`src/rtl/l1_cache_pkg.sv`:
```
// Shared types and defaults for the L1 posted-write buffer.
package l1_cache_pkg;

  typedef enum logic [1:0] {
    S_IDLE = 2'd0,
    S_WR   = 2'd1,
    S_RD   = 2'd2
  } wb_state_e;

  localparam int WB_DEPTH       = 4;
  localparam int WB_ADDR_WIDTH  = 32;
  localparam int WB_DATA_WIDTH  = 32;
  localparam int WB_ENTRY_WIDTH = WB_ADDR_WIDTH + WB_DATA_WIDTH + WB_DATA_WIDTH / 8;

  function automatic int wb_entry_width(input int addr_width, input int data_width);
    return addr_width + data_width + data_width / 8;
  endfunction

endpackage

```
`src/rtl/l1_write_buffer_if.sv`:
```
// Cache-side and bus-side handshake signals of the write buffer.
interface l1_write_buffer_if #(
  parameter int ADDR_WIDTH = 32,
  parameter int DATA_WIDTH = 32
);
  logic [ADDR_WIDTH-1:0]   cpu_address;
  logic [DATA_WIDTH-1:0]   cpu_write_data;
  logic [DATA_WIDTH/8-1:0] cpu_byte_enable;
  logic                    cpu_write_enable;
  logic                    cpu_request;
  logic [DATA_WIDTH-1:0]   cpu_read_data;
  logic                    cpu_ready;
  logic [ADDR_WIDTH-1:0]   mem_address;
  logic [DATA_WIDTH-1:0]   mem_write_data;
  logic [DATA_WIDTH/8-1:0] mem_byte_enable;
  logic                    mem_write_enable;
  logic                    mem_request;
  logic [DATA_WIDTH-1:0]   mem_read_data;
  logic                    mem_ready;
  logic                    buffer_empty;

  modport master (
    output cpu_address, cpu_write_data, cpu_byte_enable, cpu_write_enable, cpu_request,
    output mem_read_data, mem_ready,
    input  cpu_read_data, cpu_ready,
    input  mem_address, mem_write_data, mem_byte_enable, mem_write_enable, mem_request,
    input  buffer_empty
  );

  modport slave (
    input  cpu_address, cpu_write_data, cpu_byte_enable, cpu_write_enable, cpu_request,
    input  mem_read_data, mem_ready,
    output cpu_read_data, cpu_ready,
    output mem_address, mem_write_data, mem_byte_enable, mem_write_enable, mem_request,
    output buffer_empty
  );
endinterface

```
`src/rtl/wb_fifo.sv`:
```
// Circular FIFO holding posted stores; push is refused when full, pop when empty.
module wb_fifo #(
  parameter int  WIDTH = 8,
  parameter int  DEPTH = 4,
  localparam int PTR_W = $clog2(DEPTH),
  localparam int CNT_W = $clog2(DEPTH) + 1
) (
  input  logic             clk,
  input  logic             rst,
  input  logic             push,
  input  logic             pop,
  input  logic [WIDTH-1:0] wdata,
  output logic [WIDTH-1:0] rdata,
  output logic             full,
  output logic             empty,
  output logic [CNT_W-1:0] count
);
  logic [WIDTH-1:0] storage [DEPTH];
  logic [PTR_W-1:0] rd_ptr;
  logic [PTR_W-1:0] wr_ptr;
  logic             push_ok;
  logic             pop_ok;

  assign full    = (count == CNT_W'(DEPTH));
  assign empty   = (count == '0);
  assign push_ok = push & ~full;
  assign pop_ok  = pop & ~empty;
  assign rdata   = storage[rd_ptr];

  // Pointers wrap by overflow since DEPTH is a power of two.
  always_ff @(posedge clk or posedge rst) begin
    if (rst) begin
      rd_ptr <= '0;
      wr_ptr <= '0;
      count  <= '0;
    end else begin
      if (push_ok) wr_ptr <= wr_ptr + PTR_W'(1);
      if (pop_ok)  rd_ptr <= rd_ptr + PTR_W'(1);
      count <= count + CNT_W'(push_ok) - CNT_W'(pop_ok);
    end
  end

  always_ff @(posedge clk) begin
    if (push_ok) storage[wr_ptr] <= wdata;
  end
endmodule

```
`src/rtl/l1_write_buffer.sv`:
```
// Posted-write buffer: stores retire in one cycle and drain in order; refill reads wait for an empty buffer.
module l1_write_buffer
  import l1_cache_pkg::*;
#(
  parameter int DEPTH      = WB_DEPTH,
  parameter int ADDR_WIDTH = WB_ADDR_WIDTH,
  parameter int DATA_WIDTH = WB_DATA_WIDTH
) (
  input  logic             clk,
  input  logic             rst,
  l1_write_buffer_if.slave bus
);
  localparam int BE_W    = DATA_WIDTH / 8;
  localparam int ENTRY_W = wb_entry_width(ADDR_WIDTH, DATA_WIDTH);
  localparam int CNT_W   = $clog2(DEPTH) + 1;

  wb_state_e         state;
  logic              mem_req_q;
  logic              mem_we_q;
  logic [ENTRY_W-1:0] head;
  logic              fifo_full;
  logic              fifo_empty;
  logic [CNT_W-1:0]  fifo_count;
  logic              store_accept;
  logic              pop;
  logic              read_done;
  logic [ADDR_WIDTH-1:0] head_addr;
  logic [DATA_WIDTH-1:0] head_data;
  logic [BE_W-1:0]       head_be;

  assign store_accept = bus.cpu_request & bus.cpu_write_enable & ~fifo_full;
  assign pop          = (state == S_WR) & bus.mem_ready & ~fifo_empty;
  assign read_done    = (state == S_RD) & bus.mem_ready;
  assign {head_addr, head_data, head_be} = head;

  wb_fifo #(
    .WIDTH(ENTRY_W),
    .DEPTH(DEPTH)
  ) u_fifo (
    .clk  (clk),
    .rst  (rst),
    .push (store_accept),
    .pop  (pop),
    .wdata({bus.cpu_address, bus.cpu_write_data, bus.cpu_byte_enable}),
    .rdata(head),
    .full (fifo_full),
    .empty(fifo_empty),
    .count(fifo_count)
  );

  // A store landing in IDLE starts the drain right away so the bus sees it next cycle.
  always_ff @(posedge clk or posedge rst) begin
    if (rst) begin
      state     <= S_IDLE;
      mem_req_q <= 1'b0;
      mem_we_q  <= 1'b0;
    end else begin
      case (state)
        S_IDLE: begin
          if ((fifo_count != '0) || store_accept) begin
            state     <= S_WR;
            mem_req_q <= 1'b1;
            mem_we_q  <= 1'b1;
          end else if (bus.cpu_request && !bus.cpu_write_enable) begin
            state     <= S_RD;
            mem_req_q <= 1'b1;
            mem_we_q  <= 1'b0;
          end
        end
        S_WR: begin
          if (bus.mem_ready && (fifo_count <= CNT_W'(1))) begin
            state     <= S_IDLE;
            mem_req_q <= 1'b0;
            mem_we_q  <= 1'b0;
          end
        end
        S_RD: begin
          if (bus.mem_ready) begin
            state     <= S_IDLE;
            mem_req_q <= 1'b0;
            mem_we_q  <= 1'b0;
          end
        end
        default: begin
          state     <= S_IDLE;
          mem_req_q <= 1'b0;
          mem_we_q  <= 1'b0;
        end
      endcase
    end
  end

  always_comb begin
    bus.mem_address     = '0;
    bus.mem_write_data  = '0;
    bus.mem_byte_enable = '0;
    case (state)
      S_WR: begin
        bus.mem_address     = head_addr;
        bus.mem_write_data  = head_data;
        bus.mem_byte_enable = head_be;
      end
      S_RD: begin
        bus.mem_address     = bus.cpu_address;
        bus.mem_byte_enable = '1;
      end
      default: ;
    endcase
  end

  assign bus.mem_request      = mem_req_q;
  assign bus.mem_write_enable = mem_we_q;
  assign bus.cpu_ready        = store_accept | read_done;
  assign bus.cpu_read_data    = read_done ? bus.mem_read_data : '0;
  assign bus.buffer_empty     = (fifo_count == '0) && (state == S_IDLE);
endmodule

```
`src/flat_wrapper.sv`:
```
// flat-port wrapper written by rule: the top's interface ports become plain ports
module l1_write_buffer_flat import l1_cache_pkg::*;
#(
  parameter int DEPTH      = WB_DEPTH,
  parameter int ADDR_WIDTH = WB_ADDR_WIDTH,
  parameter int DATA_WIDTH = WB_DATA_WIDTH
)
  (clk, rst, bus_cpu_address, bus_cpu_write_data, bus_cpu_byte_enable, bus_cpu_write_enable, bus_cpu_request, bus_mem_read_data, bus_mem_ready, bus_cpu_read_data, bus_cpu_ready, bus_mem_address, bus_mem_write_data, bus_mem_byte_enable, bus_mem_write_enable, bus_mem_request, bus_buffer_empty);
  l1_write_buffer_if #(.ADDR_WIDTH(ADDR_WIDTH), .DATA_WIDTH(DATA_WIDTH)) bus_i ();
  input  logic clk;
  input  logic rst;
  input wire logic [$bits(bus_i.cpu_address)-1:0] bus_cpu_address;
  input wire logic [$bits(bus_i.cpu_write_data)-1:0] bus_cpu_write_data;
  input wire logic [$bits(bus_i.cpu_byte_enable)-1:0] bus_cpu_byte_enable;
  input wire logic [$bits(bus_i.cpu_write_enable)-1:0] bus_cpu_write_enable;
  input wire logic [$bits(bus_i.cpu_request)-1:0] bus_cpu_request;
  input wire logic [$bits(bus_i.mem_read_data)-1:0] bus_mem_read_data;
  input wire logic [$bits(bus_i.mem_ready)-1:0] bus_mem_ready;
  output wire logic [$bits(bus_i.cpu_read_data)-1:0] bus_cpu_read_data;
  output wire logic [$bits(bus_i.cpu_ready)-1:0] bus_cpu_ready;
  output wire logic [$bits(bus_i.mem_address)-1:0] bus_mem_address;
  output wire logic [$bits(bus_i.mem_write_data)-1:0] bus_mem_write_data;
  output wire logic [$bits(bus_i.mem_byte_enable)-1:0] bus_mem_byte_enable;
  output wire logic [$bits(bus_i.mem_write_enable)-1:0] bus_mem_write_enable;
  output wire logic [$bits(bus_i.mem_request)-1:0] bus_mem_request;
  output wire logic [$bits(bus_i.buffer_empty)-1:0] bus_buffer_empty;
  assign bus_i.cpu_address = bus_cpu_address;
  assign bus_i.cpu_write_data = bus_cpu_write_data;
  assign bus_i.cpu_byte_enable = bus_cpu_byte_enable;
  assign bus_i.cpu_write_enable = bus_cpu_write_enable;
  assign bus_i.cpu_request = bus_cpu_request;
  assign bus_i.mem_read_data = bus_mem_read_data;
  assign bus_i.mem_ready = bus_mem_ready;
  assign bus_cpu_read_data = bus_i.cpu_read_data;
  assign bus_cpu_ready = bus_i.cpu_ready;
  assign bus_mem_address = bus_i.mem_address;
  assign bus_mem_write_data = bus_i.mem_write_data;
  assign bus_mem_byte_enable = bus_i.mem_byte_enable;
  assign bus_mem_write_enable = bus_i.mem_write_enable;
  assign bus_mem_request = bus_i.mem_request;
  assign bus_buffer_empty = bus_i.buffer_empty;
  l1_write_buffer #(.DEPTH(DEPTH), .ADDR_WIDTH(ADDR_WIDTH), .DATA_WIDTH(DATA_WIDTH)) u_core (.clk(clk), .rst(rst), .bus(bus_i));
endmodule
```
`config.mk`:
```
export PLATFORM = sky130hd
export DESIGN_NAME = l1_write_buffer_flat
export DESIGN_NICKNAME = d
export VERILOG_FILES = /design/src/rtl/l1_cache_pkg.sv /design/src/rtl/l1_write_buffer_if.sv /design/src/rtl/wb_fifo.sv /design/src/rtl/l1_write_buffer.sv /design/src/flat_wrapper.sv
export SDC_FILE = /design/constraint.sdc
export NUM_CORES = 1
export LEC_CHECK = 0
export CAP_MARGIN = 40
export CORE_MARGIN = 2
export CORE_UTILIZATION = 51
export DETAILED_ROUTE_END_ITERATION = 6
export HOLD_SLACK_MARGIN = 0.1
export PLACE_DENSITY = 0.78
export SLEW_MARGIN = 30
export SYNTH_ARGS = -nofsm -noshare
export SYNTH_HDL_FRONTEND = slang
export SYNTH_SLANG_ARGS = --single-unit
export TNS_END_PERCENT = 1
```
`constraint.sdc`:
```
create_clock -name clk -period 6 [get_ports clk]
set_input_delay 0.6 -clock clk [delete_from_list [all_inputs] [get_ports clk]]
set_output_delay 0.6 -clock clk [all_outputs]
set_load 0.02 [all_outputs]
```
# --- Word-level counts from Yosys, hierarchy flattened ---
# Memories as Yosys holds them, arrays and structs flattened.
# Index checks and enable logic that the tools add are counted.
totals:
  reg_bits: 11
  latch_bits: 0
  ramBits: 272
  rom_bits: 0
  inputBits: 105
  output_inout_bits: 104
  elab_cells: 56
  mem_count: 1
mem_list:
  columns: ["memory", "depth", "word_bits", "read_ports", "rd_clocked_by_memory_dff", "write_ports", "line", "text"]
  rows:
  - ["u_core.u_fifo.storage", 4, 68, 1, 0, 1, "wb_fifo.sv:18", "logic [WIDTH-1:0] storage [DEPTH];"]
classes:
  add_sub_neg: 4
  mul: 0
  div: 0
  magnitude_cmp: 1
  n_eq_ne: 6
  shifts: 0
  muxes: 19
  bitwise_logic: 10
  reduce_logical: 9
ops:
  columns: ["op", "count"]
  rows:
  - ["32-bit two-way mux", 2]
  - ["32-bit case mux with 2 select lines", 1]
  - ["1-bit two-way mux", 8]
  - ["2-bit two-way mux", 4]
  - ["4-bit case mux with 2 select lines", 1]
  - ["1-bit AND", 7]
  - ["1-bit case mux with 3 select lines", 2]
  - ["2-bit case mux with 3 select lines", 1]
  - ["2-bit by 1-bit adder with 2-bit output, second input constant", 2]
  - ["2-bit inequality test, second input constant", 2]
  - ["3-bit by 1-bit adder with 3-bit output", 1]
  - ["3-bit equality test, second input constant", 1]
  - ["3-bit by 1-bit <= comparator with 1-bit output, second input constant", 1]
  - ["1-bit logical AND", 3]
  - ["3-bit zero test", 1]
  - ["3-bit by 1-bit inequality test with 1-bit output, second input constant", 1]
  - ["3-bit AND reduction", 1]
  - ["3-bit nonzero test", 1]
  - ["3-bit by 1-bit subtractor with 3-bit output", 1]
  - ["2-bit by 1-bit equality test with 1-bit output, second input constant", 1]
  - ["2-bit equality test, second input constant", 1]
  - ["2-bit zero test", 1]
  - ["1-bit inverter", 2]
  - ["1-bit zero test", 1]
  - ["other kinds (2)", 2]

# --- Logic depth before layout (Yosys ltp) ---
# Gate-level depths: netlist (run 1).
logic_depth:
  word_depth: 6
  depth_mapped: 8
  depth_no_buf: 8

# --- Hierarchy ---
# From an unflattened synthesis (run 1), not the netlist that was laid out.
unflattened:
  cells_unflattened: 588
  hier_area_um2: 11644.9
modules_own_cells:
  columns: ["mod", "n_inst", "cells_each", "area_each_um2"]
  rows:
  - ["wb_fifo", 1, 398, 10359.9]
  - ["l1_write_buffer", 1, 190, 1285.0]

# --- Worst setup path after synthesis (run 1) ---
# No wires, ideal clock.
synth_timing:
  kind: "input to register"
  from: "input port bus_cpu_request"
  to: "memory u_core.u_fifo.storage[0][0] in the netlist's numbering (enable)"
  setup_ps: 433
  arrival_ps: 2662
  required_ps: 5567
  setup_slack_ps: 2905
  path_stages: 3
  path_cell_list: "nand2_1 a21oi_1 and2_1"
synth_via:
  elab_chain_len: 5
synth_rtl:
  columns: ["item", "line", "text"]
  rows:
  - ["start, declared", "flat_wrapper.sv:16", "input wire logic [$bits(bus_i.cpu_request)-1:0] bus_cpu_request;"]
  - ["1-bit AND (2 in a row)", "l1_write_buffer.sv:31", "assign store_accept = bus.cpu_request & bus.cpu_write_enable & ~fifo_full;"]
  - ["1-bit AND", "wb_fifo.sv:26", "assign push_ok = push & ~full;"]
  - ["1-bit two-way mux", "wb_fifo.sv:44", "if (push_ok) storage[wr_ptr] <= wdata;"]
  - ["1-bit two-way mux (implied by the code)", "wb_fifo.sv:44", null]
  - ["end, declared", "wb_fifo.sv:18", null]
# No other way between the ends.

# --- Worst setup path in the final report (run 1) ---
layout_timing:
  from: "register u_core.state[1]"
  to: "output port bus_mem_address[9]"
layout_via:
  elab_chain_len: 2
layout_rtl:
  columns: ["item", "line", "text"]
  rows:
  - ["start, declared", "l1_write_buffer.sv:17", "wb_state_e state;"]
  - ["start signal, assigned", "l1_write_buffer.sv:54", "state <= S_IDLE;"]
  - ["start signal, assigned", "l1_write_buffer.sv:61", "state <= S_WR;"]
  - ["start signal, assigned", "l1_write_buffer.sv:65", "state <= S_RD;"]
  - ["2-bit equality test or 2-bit by 1-bit equality test with 1-bit output (tied branches)", "l1_write_buffer.sv:97", "case (state)"]
  - ["32-bit case mux with 2 select lines (*)", "l1_write_buffer.sv:97", null]
  - ["end, declared", "flat_wrapper.sv:21", "output wire logic [$bits(bus_i.mem_address)-1:0] bus_mem_address;"]
# Mark *: on every way between the ends. The rest lies on a longest branch, timed or not.

==> impl_metrics.ini, run 1 <==
[detailed_routing]
drt_iter0_drc = 408
drtPass1Iterations = 4
wire_per_inst_um = 21.9
viasPerCell = 5.71
final_antenna_net_count = 0
finalWirelength_um = 23000
vias = 6013
drc = 0

[floorplan]
initial_core_util_pct = 51.7
die_w_um = 153
die-area_sq_um = 23300
fp-row-count = 54
die_height_um = 153
coreArea_sq_um = 21800
ios = 209

[clocking]
cts_hold_buf = 0
cts_tree = yes
clk_pin_slew_worst_paths_ns = 0.06
worstSkewPairLatency_ns = 0.54
cts.sinks = 282
htreeDepth = 1
cts_resized = 0
postCtsSetupBuffers = 0
cts_buffers = 29
clock-root-buffer = clkbuf_16
clockBufferDepth = 3

[global_routing]
grt_pass1_vias = 6448
grt_max_degree = 41
grt_pass1_wl_um = 36400
grt_usage_pct = 19.8
antenna_found_initial = 0
grt_overflow = 0

[sta]
tightestPinTransition_ns = 0.656
rsz0062_at_grt = false
setup_viol = 0
max_freq_ghz = 0.261
period_share_pct = 63.9
finalHoldViolations = 0
skew_ns = 0.0155
fin_tns_setup_ns = 0
max_slew_margin_pct = 56.2
slew_viol_final = 0
min_period_ns = 3.84

[cells_and_area]
layout.nets = 871
multi_input_area_sq_um = 2620
syn2layout_area_growth_pct = 29.2
fill_cells = 1453
final_cell_mix = edfxtp_1 (272), clkdlybuf4s50_1 (208), mux4_2 (68)
diodes = 0
drive_above_1_share_pct = 16.2
layout_commonest_cell = edfxtp_1
final_area_sq_um = 14500
seq_area_sq_um = 8430

[worst_setup_path]
slowest_stage = clkdlybuf4s50_1
crit_required_ns = 5.40
path_class = reg -> out
cp_slowest_stage_delay_ns = 0.60
crit_arrival_ns = 3.24
startpoint_type = register
cp_cell_sequence = inv_1 -> ha_1 -> buf_4 -> and2_1 -> buf_4 -> a22o_1 -> clkdlybuf4s50_1
crit_top_cell = buf_4
cp.buffers_inverters = 4
cp_top_family = buffers and inverters
end_kind = primary output
worstPathMaxFanout = 36

[place]
gp_congestion = 0.809
hpwl_um = 14300
port_buffers = 208
placed_area_sq_um = 13700

[synthesis]
synthTopCellsByArea = edfxtp_1 (73%), mux4_2 (14%), a22o_1 (2.6%)
ys_ff_latch = 282
synth_area_sq_um = 11300
seq_area_frac_synth_pct = 74.8
synth_cell_type_count = 31
synth_top_area_cell = edfxtp_1
syn-num-nets = 653
syn_avg_cell_area_sq_um = 21.0
synthCells = 537
synth_top_area_share_pct = 72.6
yosys_warnings = 0

[pwr]
vdd_drop_max_mv = 0.278
p_leak_uw = 0.00496
powerDensity_nw_per_um2 = 448
report.power.total_uw = 6510

[run]
maxCapViolCount = 0

[min_path]
hold_class = in -> async

[status]
status = finished clean
## routing by layer
metal | GRT usage [%] | up-vias | wire length (um)
met5 | 0 | - | 0
met4 | 5.11 | 0 | 449
met3 | 3.90 | 37 | 1590
met2 | 33.2 | 207 | 11600
met1 | 27.2 | 3123 | 9400
li1 | - | 2646 | -
## synthesized netlist by cell type
| cell | count |
|---|---|
| a21o_1 | 5 |
| a21oi_1 | 1 |
| a22o_1 | 33 |
| a2bb2oi_1 | 1 |
| and2_1 | 38 |
| and3_1 | 32 |
| buf_1 | 1 |
| buf_2 | 9 |
| buf_4 | 3 |
| buf_6 | 5 |
| clkbuf_1 | 16 |
| dfrtp_1 | 10 |
| edfxtp_1 | 272 |
| fa_1 | 1 |
| ha_1 | 10 |
| inv_1 | 11 |
| mux2_2 | 1 |
| mux4_2 | 68 |
| nand2_1 | 2 |
| nand2b_1 | 2 |
| nor2_1 | 3 |
| o21a_1 | 1 |
| o21ai_0 | 2 |
| o221a_2 | 1 |
| o221ai_1 | 1 |
| o22a_1 | 1 |
| o311a_1 | 1 |
| or3_1 | 1 |
| or4b_1 | 1 |
| xnor2_1 | 3 |
| xor2_1 | 1 |
## where the power goes
part	leakage (uW)	switching [uW]	internal, uW
clock network	0.000410	685	924
registers	0.00258	117	2410
logic	0.00197	1160	1210
## cell families after synthesis
kind of cell,synth area share (%)
compound gates,3.53
xor+xnor,0.311
fa+ha+maj,1.29
buf+inv,2.03
flops,74.8
mux,13.7
simple gates,4.31
## registers in the layout, indices dropped and copies added, names as in the netlist
signal                  cells
u_core.u_fifo.rd_ptr        2
u_core.u_fifo.storage     272
u_core.bus.mem_request      1
u_core.state                2
u_core.u_fifo.wr_ptr        2
u_core.u_fifo.count         3
## worst reg2reg max path: stages (launching register included)
cell     delay (ns)
dfrtp_1        0.40
inv_1          0.09
ha_1           0.15
buf_4          0.35
o311a_1        0.32
ha_1           0.25
inv_1          0.05
ha_1           0.17
fa_1           0.42
## through the flow
step	instances	setup slack, ns	utilization (%)	hold slack, ns
2_1_floorplan	537	2.90	-	0.440
3_5_place_dp	1002	2.39	62.8	0.515
4_1_cts	1051	1.83	66.7	0.362
6_report	1053	2.16	66.8	0.368
3_3_place_gp	996	2.63	62.3	0.480
5_1_grt	1053	2.01	66.8	0.412
## cell type report
class	instances	area share (%)
sequential	282	58.0
multi-input combinational	210	18.0
timing repair buffer	221	15.6
clock buffer	37	5.20
tap	280	2.41
clock inverter	12	0.611
inverter	11	0.284
## path summary, 6_finish.rpt
path / slack, ns / end / start / cells past startpoint
max in group asynchronous: 5.32 / u_core.u_fifo.rd_ptr[0] / rst / 2
max reg2reg: 3.66 / u_core.u_fifo.count[1] / u_core.state[1] / 8
min in group clk: 0.53 / u_core.bus.mem_request / u_core.bus.mem_request / 1
min reg2reg: 0.53 / u_core.bus.mem_request / u_core.bus.mem_request / 1
min: 0.37 / u_core.state[0] / rst / 2
max: 2.16 / bus_mem_address[9] / u_core.state[1] / 7
(Power assumes the default switching activity.)
==> run 2: changes to the inputs <==
clock period = 3.75 ns   (was 6 ns; I/O delays follow)
==> run 2 against run 1 <==
Compared with the run above:
- global-route usage up 0.74 points
- core utilization up 0.89 points
- register-to-register slack worse by 2.3 ns
- critical path depth unchanged
- final cell count up 0.76%
- sequential share of layout area down 0.76 points
- combinational power up 59%
- sequential power up 64%
- via count up 0.80%
==> impl_metrics.ini, run 2 (synthesized netlist as in run 1, its figures left out) <==
[worst_setup_path]
cp.buffers_inverters = 4
end_kind = primary output
cp_top_family = buffers and inverters
r2r-start = u_core.state[1]
critPathLaunch = u_core.state[0]
startpoint_type = register
crit_required_ns = 3.38
worstPathMaxFanout = 36
crit_top_cell = buf_4
cp_slowest_stage_delay_ns = 0.66
slowest_stage = clkdlybuf4s50_1
path_class = reg -> out
cp_cell_sequence = inv_1 -> ha_1 -> buf_4 -> and2_1 -> buf_4 -> a22o_1 -> clkdlybuf4s50_1
crit_arrival_ns = 2.95

[clocking]
cts_resized = 0
cts.sinks = 282
cts_buffers = 28
clockBufferDepth = 3
worstSkewPairLatency_ns = 0.54
postCtsSetupBuffers = 0
htreeDepth = 1
clock-root-buffer = clkbuf_16
clk_pin_slew_worst_paths_ns = 0.07
cts_hold_buf = 0
cts_tree = yes

[cells_and_area]
layout_commonest_cell = edfxtp_1
layout.nets = 875
largest_reg_flops = 272
diodes = 0
drive_above_1_share_pct = 18.1
final_cell_mix = edfxtp_1 (272), clkdlybuf4s50_1 (207), mux4_2 (68)
syn2layout_area_growth_pct = 30.9
fill_cells = 1387
regMostFlops = u_core.u_fifo.storage
top_regs = u_core.u_fifo.storage (272), u_core.u_fifo.count (3)

[detailed_routing]
drc = 0
drtPass1Iterations = 5
finalWirelength_um = 24100
drt_iter0_drc = 474
vias = 6061
final_antenna_net_count = 0
wire_per_inst_um = 22.7
viasPerCell = 5.71

[sta]
skew_ns = 0.0101
rsz0062_at_grt = false
fin_tns_setup_ns = 0
setup_viol = 0
max_freq_ghz = 0.301
finalHoldViolations = 0
tightestPinTransition_ns = 0.646
max_slew_margin_pct = 56.9
period_share_pct = 88.7
slew_viol_final = 0
min_period_ns = 3.33

[floorplan]
coreArea_sq_um = 21800
die_w_um = 153
die_height_um = 153
initial_core_util_pct = 51.7
fp-row-count = 54
ios = 209
die-area_sq_um = 23300

[pwr]
report.power.total_uw = 10900
vdd_drop_max_mv = 0.611
powerDensity_nw_per_um2 = 740
p_leak_uw = 0.00507

[global_routing]
antenna_found_initial = 0
grt_pass1_vias = 6484
grt_pass1_wl_um = 37300
grt_max_degree = 40
grt_usage_pct = 20.6
grt_overflow = 0

[run]
maxCapViolCount = 0

[min_path]
hold_class = in -> async

[status]
status = finished clean

[place]
gp_congestion = 0.769
port_buffers = 208
hpwl_um = 14900
==> run 2: per-layer routing <==
layer	up-vias	GRT usage, %	wire [um]	part of all wire, %
met4	0	4.14	388	1.6
li1	2661	-	-	-
met1	3104	29.5	10200	42
met3	38	4.04	1740	7.2
met5	-	0	0	0
met2	258	33.7	11700	49
==> run 2: final cells by class <==
cell class / instances / area [sq um] / share of cell area, %
sequential: 282 / 8430 / 57.2
clock buffer: 29 / 704 / 4.78
inverter: 11 / 41.3 / 0.280
tap: 280 / 350 / 2.38
timing repair buffer: 226 / 2290 / 15.5
clock inverter: 23 / 308 / 2.09
multi-input combinational: 210 / 2620 / 17.8
==> run 2: final timing paths <==
| check | depth (start not counted) | slack [ns] | end |
|---|---|---|---|
| setup / recovery | 7 | 0.42 | bus_mem_address[9] |
| hold / removal | 2 | 0.14 | u_core.u_fifo.rd_ptr[0] |
| setup reg to reg | 9 | 1.37 | u_core.u_fifo.count[2] |
| hold reg to reg | 1 | 0.51 | u_core.bus.mem_request |
| max in group asynchronous | 2 | 3.28 | u_core.u_fifo.rd_ptr[1] |
| min in group clk | 1 | 0.47 | u_core.u_fifo.storage[1][34] |
==> run 2: stage by stage <==
| step | std cells | hold WS, ns | area [sq um] | util (%) | worst slack [ns] |
|---|---|---|---|---|---|
| floorplan | 537 | 0.215 | 11300 | - | 0.843 |
| global placement | 1009 | 0.474 | 13700 | 63.1 | 0.963 |
| detailed placement | 1009 | 0.494 | 13700 | 63.1 | 0.891 |
| CTS | 1061 | 0.148 | 14700 | 67.7 | 0.380 |
| global route | 1061 | 0.164 | 14700 | 67.7 | 0.276 |
| finish | 1061 | 0.138 | 14700 | 67.7 | 0.425 |
==> run 2: power by group <==
group          total [uW]  switching, uW  internal (uW)
Clock                3010           1160           1850
Sequential           4140            288           3860
Combinational        3760           1800           1960
Total               10900           3240           7670
